$ cat src/rtl/atm_pager_quad.sv
// ATM-style memory pager covering all four 16 KB Z80 windows with NMAP selectable map sets,
// DOS-entry detection with a configurable Z80 clock stall, and registered page-register readback.
module atm_pager_quad #(
    parameter int         NMAP      = 2,
    parameter int         DOS_MAP   = 1,
    parameter logic [5:0] DOS_AHI   = 6'h3D,
    parameter int         STALL_CYC = 3,
    localparam int        MW        = (NMAP > 1) ? $clog2(NMAP) : 1
) (
    input  logic          fclk,
    input  logic          rst_n,
    input  logic          zpos,
    input  logic          zneg,
    input  logic [15:0]   za,
    input  logic [7:0]    zd,
    input  logic          mreq_n,
    input  logic          m1_n,
    input  logic          pager_off,
    input  logic [MW-1:0] map_sel,
    input  logic [5:0]    pent1m_page,
    input  logic          pent1m_ram0_0,
    input  logic          pent1m_1m_on,
    input  logic          dos,
    input  logic          atmF7_wr,
    input  logic          rb_stb,
    output logic [7:0]    page,
    output logic          romnram,
    output logic [7:0]    rb_data,
    output logic          dos_turn_on,
    output logic          dos_turn_off,
    output logic          zclk_stall
);

    logic [7:0] pg  [4][NMAP];
    logic       ram [4][NMAP];
    logic       d7  [4][NMAP];

    logic [3:0] cnt;
    logic       m1_n_reg;
    logic       mreq_n_reg;

    logic [1:0] win;
    logic [7:0] cur_pg;
    logic       cur_ram;
    logic       cur_d7;
    logic [7:0] page_nxt;
    logic       rom_nxt;
    logic       fetch;
    logic       unused_za;

    assign win       = za[15:14];
    assign cur_pg    = pg[win][map_sel];
    assign cur_ram   = ram[win][map_sel];
    assign cur_d7    = d7[win][map_sel];
    assign unused_za = ^za[7:0];

    // RAM pages with d7 set take their low bits from the 7FFD page register.
    function automatic logic [7:0] merge_7ffd(input logic [7:0] base, input logic [5:0] p7ffd,
                                              input logic on_1m);
        return on_1m ? {base[7:6], p7ffd} : {base[7:3], p7ffd[2:0]};
    endfunction

    always_comb begin
        page_nxt = 8'hFF;
        rom_nxt  = 1'b1;
        if (pager_off) begin
            page_nxt = 8'hFF;
            rom_nxt  = 1'b1;
        end else if (pent1m_ram0_0 && (win == 2'd0)) begin
            page_nxt = 8'h00;
            rom_nxt  = 1'b0;
        end else begin
            rom_nxt = ~cur_ram;
            if (!cur_d7)
                page_nxt = cur_pg;
            else if (cur_ram)
                page_nxt = merge_7ffd(cur_pg, pent1m_page, pent1m_1m_on);
            else
                page_nxt = {cur_pg[7:1], dos};
        end
    end

    // Opcode fetch: first falling Z80 edge with MREQ low during an M1 cycle.
    assign fetch        = zneg & ~m1_n_reg & ~mreq_n & mreq_n_reg;
    assign dos_turn_on  = fetch & (za[13:8] == DOS_AHI) & (win == 2'd0)
                        & (map_sel == MW'(DOS_MAP)) & d7[0][DOS_MAP] & ~ram[0][DOS_MAP];
    assign dos_turn_off = fetch & cur_ram;
    assign zclk_stall   = dos_turn_on | (cnt != 4'd0);

    always_ff @(posedge fclk) begin
        if (!rst_n) begin
            for (int m = 0; m < NMAP; m++) begin
                pg[0][m]  <= (m == 0) ? 8'hFE : 8'hFC;
                ram[0][m] <= 1'b0;
                d7[0][m]  <= 1'b1;
                pg[1][m]  <= 8'h05;
                ram[1][m] <= 1'b1;
                d7[1][m]  <= 1'b0;
                pg[2][m]  <= 8'h02;
                ram[2][m] <= 1'b1;
                d7[2][m]  <= 1'b0;
                pg[3][m]  <= 8'h00;
                ram[3][m] <= 1'b1;
                d7[3][m]  <= 1'b1;
            end
            cnt        <= 4'd0;
            m1_n_reg   <= 1'b1;
            mreq_n_reg <= 1'b1;
            page       <= 8'hFF;
            romnram    <= 1'b1;
            rb_data    <= 8'h00;
        end else begin
            if (atmF7_wr) begin
                if (za[11]) begin
                    pg[win][map_sel]  <= ~{2'b00, zd[5:0]};
                    ram[win][map_sel] <= zd[6];
                    d7[win][map_sel]  <= zd[7];
                end else begin
                    pg[win][map_sel]  <= ~zd;
                    ram[win][map_sel] <= 1'b1;
                end
            end

            if (zpos)
                m1_n_reg <= m1_n;
            if (zneg)
                mreq_n_reg <= mreq_n;

            if (dos_turn_on)
                cnt <= 4'(STALL_CYC);
            else if (cnt != 4'd0)
                cnt <= cnt - 4'd1;

            page    <= page_nxt;
            romnram <= rom_nxt;
            if (rb_stb)
                rb_data <= {cur_d7, cur_ram, ~cur_pg[5:0]};
        end
    end

endmodule

$ cat config.mk
export PLATFORM = sky130hd
export DESIGN_NAME = atm_pager_quad
export DESIGN_NICKNAME = d
export VERILOG_FILES = /design/src/rtl/atm_pager_quad.sv
export SDC_FILE = /design/constraint.sdc
export NUM_CORES = 1
export LEC_CHECK = 0
export CAP_MARGIN = 5
export CORE_ASPECT_RATIO = 1.2
export CORE_MARGIN = 2
export CORE_UTILIZATION = 30
export CTS_BUF_LIST = sky130_fd_sc_hd__clkbuf_2
export DETAILED_ROUTE_END_ITERATION = 8
export DONT_BUFFER_PORTS = 1
export PLACE_DENSITY = 0.42
export SLEW_MARGIN = 20
export SYNTH_ARGS = -nofsm -noshare
export SYNTH_HDL_FRONTEND = slang
export SYNTH_SLANG_ARGS = --single-unit
$ cat constraint.sdc
create_clock -name fclk -period 2.19 [get_ports fclk]
set_input_delay 0.5475 -clock fclk [delete_from_list [all_inputs] [get_ports fclk]]
set_output_delay 0.5475 -clock fclk [all_outputs]
set_load 0.01 [all_outputs]
After elaboration in Yosys (flattened, before gate mapping)
Memory sizes are Yosys's and may differ from the RTL's.
Index checks and enable logic that the tools add are counted.
{"block": "word_totals", "ramBits": 80, "out_inout_bits": 20, "memories": 3, "input_bits": 43, "regBits": 23}
{"block": "op_classes", "bitwise": 37, "n_reduce_logical": 10, "order_cmp": 2, "eq_ne": 1, "add_sub_neg": 1, "mux": 58}
{"name": "pg", "words": 4, "word_bits": 16, "read_ports": 1, "rd_ports_with_merged_regs": 0, "wr": 4, "line": "34", "source": "logic [7:0] pg [4][NMAP];"}
{"name": "d7", "words": 4, "word_bits": 2, "read_ports": 2, "rd_ports_with_merged_regs": 0, "wr": 4, "line": "36", "source": "logic d7 [4][NMAP];"}
{"name": "ram", "words": 4, "word_bits": 2, "read_ports": 2, "rd_ports_with_merged_regs": 0, "wr": 4, "line": "35", "source": "logic ram [4][NMAP];"}
{"cell": "$mux 16", "n": 4}
{"cell": "$mux 8", "n": 5}
{"cell": "$mux 1", "n": 33}
{"cell": "$mux 2", "n": 11}
{"cell": "$or 1x1->1", "n": 19}
{"cell": "$mux 6", "n": 3}
{"cell": "$reduce_or 16->1", "n": 1}
{"cell": "$and 1x1->1", "n": 9}
{"cell": "$demux 8 s1", "n": 1}
{"cell": "$not 6->8", "n": 1}
{"cell": "$not 8->8", "n": 1}
{"cell": "$reduce_or 2->1", "n": 4}
{"cell": "$eq 6x6->1 const B", "n": 1}
{"cell": "$not 6->6", "n": 1}
{"cell": "$not 1->1", "n": 5}
{"cell": "$reduce_bool 4->1", "n": 1}
{"cell": "$sub 4x1->4 const B", "n": 1}
{"cell": "$ge 2x2->1 const B", "n": 1}
{"cell": "$logic_and 1x1->1", "n": 2}
{"cell": "$logic_not 2->1", "n": 1}
{"cell": "$lt 2x1->1 const B", "n": 1}
{"cell": "$not 1->2", "n": 1}
{"cell": "$reduce_bool 2->1", "n": 1}
{"cell": "$demux 1 s1", "n": 1}

Logic depth before layout (Yosys ltp)
{"block": "logic_depth", "word_depth": 10, "ltp_mapped": 8}

Worst setup path after synthesis
Ideal clock, no wire load.
{"block": "synth_path", "path_kind": "input to output", "start": "in map_sel", "end": "out zclk_stall", "arrival_ns": 1.413, "slack_ns": 0.229, "required_ns": 1.642, "stages": 5, "path_cell_list": "buf_4 buf_4 buf_4 nand4_1 o21ai_0"}
{"block": "synth_between", "elab_chain_len": 4}
{"item": "from (decl)", "line": "19", "source": "input logic [MW-1:0] map_sel,"}
{"item": "$and 1x1->1 (3 in series)", "line": "86", "source": "& (map_sel == MW'(DOS_MAP)) & d7[0][DOS_MAP] & ~ram[0][DOS_MAP];"}
{"item": "$or 1x1->1", "line": "88", "source": "assign zclk_stall = dos_turn_on | (cnt != 4'd0);"}
{"item": "to (decl)", "line": "31", "source": "output logic zclk_stall"}
Every way passes these cells.

Worst setup path after layout
{"block": "layout_path", "start": "reg m1_n_reg", "end": "out zclk_stall"}
{"block": "layout_between", "elab_chain_len": 10}
{"item": "from (decl)", "line": "39", "source": "logic m1_n_reg;"}
{"item": "from (signal assigned)", "line": "125", "source": "m1_n_reg <= m1_n;"}
{"item": "$not 1->1", "line": "84", "source": "assign fetch = zneg & ~m1_n_reg & ~mreq_n & mreq_n_reg;"}
{"item": "$and 1x1->1 (3 in series)", "line": "84"}
{"item": "$and 1x1->1 (2 in series)", "line": "85", "source": "assign dos_turn_on = fetch & (za[13:8] == DOS_AHI) & (win == 2'd0)"}
{"item": "$and 1x1->1 (3 in series)", "line": "86"}
{"item": "$or 1x1->1", "line": "88"}
Every way passes these cells.

==> flow_results.xml <==
<?xml version="1.0" encoding="UTF-8"?>
<metrics>
  <group name="run">
    <metric name="maxCapViolations" unit="">0</metric>
  </group>
  <group name="global_routing">
    <metric name="globalRoute.totalOverflow" unit="">0</metric>
    <metric name="global_route_wire_length_before_repair" unit="um">17800</metric>
    <metric name="first_global_vias" unit="">2966</metric>
    <metric name="antenna_violations_before_repair" unit="">1</metric>
    <metric name="grt_max_degree" unit="">36</metric>
    <metric name="grt_use_total" unit="">0.145</metric>
  </group>
  <group name="worst_setup_path">
    <metric name="critPathMaxStageDelay" unit="ps">410</metric>
    <metric name="crit_arrival" unit="ps">1750</metric>
    <metric name="critPathKind" unit="">flop to output pin</metric>
    <metric name="cp_max_fo" unit="">3</metric>
    <metric name="worstSetupStartpointType" unit="">flop</metric>
    <metric name="crit_required" unit="ps">1640</metric>
    <metric name="crit_path_end_kind" unit="">output pin</metric>
    <metric name="timing.critical_path.slowest_stage_cell" unit="">dfxtp_2</metric>
    <metric name="crit_chain" unit="">nor4bb_4 -&gt; nand3_2 -&gt; o21ai_2 -&gt; buf_4</metric>
  </group>
  <group name="cells_and_area">
    <metric name="biggest_register" unit="">pg</metric>
    <metric name="area_delta_synth_final" unit="%">8.71</metric>
    <metric name="mostFrequentLayoutCells" unit="">edfxtp_1 (74), nand2_1 (62), nor2_1 (60)</metric>
    <metric name="nNetsFinal" unit="">433</metric>
    <metric name="mostFrequentLayoutCell" unit="">edfxtp_1</metric>
    <metric name="largest_reg_flops" unit="">64</metric>
    <metric name="drive_above_1_share" unit="">0.160</metric>
    <metric name="post_layout_util" unit="">0.336</metric>
  </group>
  <group name="min_path">
    <metric name="hold_path.class" unit="">primary input to flop</metric>
  </group>
  <group name="timing">
    <metric name="slew_violations" unit="">0</metric>
    <metric name="setup_violations" unit="">3</metric>
    <metric name="worst_margin_slew" unit="ps">598</metric>
    <metric name="slew_headroom" unit="">0.601</metric>
    <metric name="timing.fmax" unit="GHz">0.434</metric>
    <metric name="rsz0062_at_grt" unit="">true</metric>
    <metric name="hold_ws" unit="ps">48.1</metric>
    <metric name="timing.clock.skew" unit="ps">20.2</metric>
    <metric name="timing.final.crit_share" unit="">1.05</metric>
    <metric name="setup_slack" unit="ps">-112</metric>
    <metric name="post-route-min-period" unit="ps">2300</metric>
    <metric name="hold_viol_final" unit="">0</metric>
  </group>
  <group name="power">
    <metric name="cellLeakagePower" unit="nW">1.81</metric>
    <metric name="power-per-cell-area" unit="mW/mm2">727</metric>
    <metric name="ir_drop" unit="V">0.000196</metric>
  </group>
  <group name="floorplan">
    <metric name="dieArea" unit="mm2">0.0166</metric>
    <metric name="die_h" unit="um">141</metric>
    <metric name="design.core.area" unit="mm2">0.0151</metric>
    <metric name="core.rowCount" unit="">49</metric>
    <metric name="die_width" unit="um">118</metric>
    <metric name="initial_utilization" unit="">0.310</metric>
    <metric name="count_of_boundary_i_o_pins" unit="">63</metric>
  </group>
  <group name="synthesis">
    <metric name="post_synthesis_register_bit_count" unit="">103</metric>
    <metric name="synthDominantAreaCellType" unit="">edfxtp_1</metric>
    <metric name="yosysWarnings" unit="">0</metric>
    <metric name="synth.avg_cell_area" unit="um2">12.2</metric>
    <metric name="syn-cell-area" unit="mm2">0.00467</metric>
    <metric name="synth-seq-area-share" unit="">0.600</metric>
    <metric name="yosys_most_used_dff" unit="">edfxtp_1</metric>
    <metric name="post_synth_edffs" unit="">74</metric>
    <metric name="synth_cell_type_count" unit="">48</metric>
    <metric name="ys_async_sr_fraction" unit="">0</metric>
    <metric name="synth_top_cells_by_area" unit="">edfxtp_1 (48%), dfxtp_1 (12%), mux4_2 (5.3%), mux2i_1 (5.1%), nand2_1 (5.0%)</metric>
    <metric name="synth_top_area_share" unit="">0.476</metric>
    <metric name="synthesis.nets" unit="">428</metric>
    <metric name="netlist_instances" unit="">383</metric>
  </group>
  <group name="outcome">
    <metric name="outcome" unit="">finished, violations left</metric>
    <metric name="failed_checks" unit="">setup timing</metric>
  </group>
  <group name="routing">
    <metric name="drt-vias-per-instance" unit="">4.80</metric>
    <metric name="drt_wl_total" unit="um">11600</metric>
    <metric name="routed_length_per_instance" unit="um">19.4</metric>
    <metric name="drc" unit="">0</metric>
    <metric name="number_of_iterations_in_the_first_detailed_routing_pass" unit="">4</metric>
    <metric name="drtIter0Drc" unit="">162</metric>
    <metric name="postRouteAntennaNets" unit="">0</metric>
    <metric name="routed_vias" unit="">2871</metric>
  </group>
  <group name="placement">
    <metric name="place_hpwl" unit="um">8010</metric>
    <metric name="portBuffers" unit="">0</metric>
    <metric name="gp_routability_congestion" unit="">0.745</metric>
  </group>
  <group name="clock_network">
    <metric name="clock_insertion_delay_at_the_later_pin_of_the_skew_report" unit="ps">590</metric>
    <metric name="cts_max_path_buffers" unit="">2</metric>
    <metric name="root_buffer_master" unit="">clkbuf_2</metric>
    <metric name="tritoncts" unit="">built</metric>
    <metric name="cts.clk_slew.worst_paths" unit="ps">290</metric>
    <metric name="cts_num_sinks" unit="">103</metric>
    <metric name="ctsHtreeMaxLevel" unit="">3</metric>
    <metric name="cts_buffers" unit="">9</metric>
  </group>
</metrics>
cells in the mapped netlist (3+ instances only):
cell type,number
o211ai_1,4
and2_1,4
mux2i_1,24
nor2_1,61
nor2b_1,8
inv_1,5
nor3_1,3
edfxtp_1,74
o21ai_1,6
a211o_1,3
buf_4,4
mux4_1,5
o21ai_0,9
clkbuf_1,7
dfxtp_1,29
mux4_2,11
nand4b_1,3
nand3_1,14
and3_1,4
nand2_1,62
buf_1,6
buf_6,4
where the power goes:
group	internal (W)	leakage, nW	switching [W]
Combinational	0.000275	0.797	0.000255
Clock	0.000164	0.0569	0.000688
Sequential	0.00223	0.961	0.0000753
layer usage:
layer | part of all wire | wire length (um) | track usage | up-vias
met5 | 0 | 0 | 0 | -
met4 | 0.022 | 252 | 0.0647 | 0
met3 | 0.041 | 475 | 0.0291 | 14
met2 | 0.50 | 5790 | 0.245 | 61
met1 | 0.44 | 5110 | 0.180 | 1410
li1 | - | - | - | 1386
path summary, 6_finish.rpt:
path	startpoint	end	slack, ps	cells after the start
hold / removal	za[11]	d7[2][0]$_DFF_P_	50	2
setup / recovery	m1_n_reg$_SDFFE_PN1P_	zclk_stall	-110	4
setup reg to reg	ram[3][0]$_SDFFCE_PN1P_	page[1]$_SDFF_PP1_	540	6
hold reg to reg	d7[2][1]$_DFF_P_	d7[2][1]$_DFF_P_	490	2
per-stage QoR:
step	total power (W)	std cells	area, um2	setup TNS [ps]	setup WS [ps]
5_1_grt	0.00388	598	5070	-524	-211
4_1_cts	0.00374	596	5050	-343	-208
6_report	0.00369	598	5070	-199	-112
3_5_place_dp	0.00286	577	4870	0	184
3_3_place_gp	0.00284	577	4870	0	191
2_1_floorplan	0.00275	383	4670	0	229
worst max-delay path: cells and delay by family, from the launching register on:
family                 cells  cell delay (ps)
AND/OR/NAND/NOR            2              490
flip-flops                 1              410
AO/OA/AOI/OAI              1              140
buffers and inverters      1              130
cells by family (layout without fill, tap and decap cells):
logic type | after synthesis | count (layout) | synth area share
AOI/OAI and AO/OA | 30 | 30 | 0.0434
xor gates and xnor gates | 2 | 2 | 0.00375
adders and majority gates | 2 | 2 | 0.00536
buffers and inverters | 30 | 40 | 0.0378
DFF | 103 | 103 | 0.600
muxes | 43 | 43 | 0.140
other | 0 | 1 | 0
and+or+nand+nor | 173 | 173 | 0.169
final cells by class:
| cell class | instances | area (um2) |
|---|---|---|
| Fill cell | 1539 | 10000 |
| Sequential cell | 103 | 2810 |
| Multi-Input combinational cell | 250 | 1750 |
| Tap cell | 204 | 255 |
| Timing Repair Buffer | 18 | 140 |
| Clock inverter | 7 | 56.3 |
| Clock buffer | 9 | 45.0 |
| Inverter | 6 | 22.5 |
| Antenna cell | 1 | 2.50 |
repair_timing:
action / CTS / global route
setup endpoints to repair: 3 / 3
hold buffers: 2 / 0
pin swaps: 5 / 5
hold endpoints to repair: 7 / 0
gates resized for setup: 12 / 3
setup buffers: 1 / 1
(Power assumes the default switching activity.)
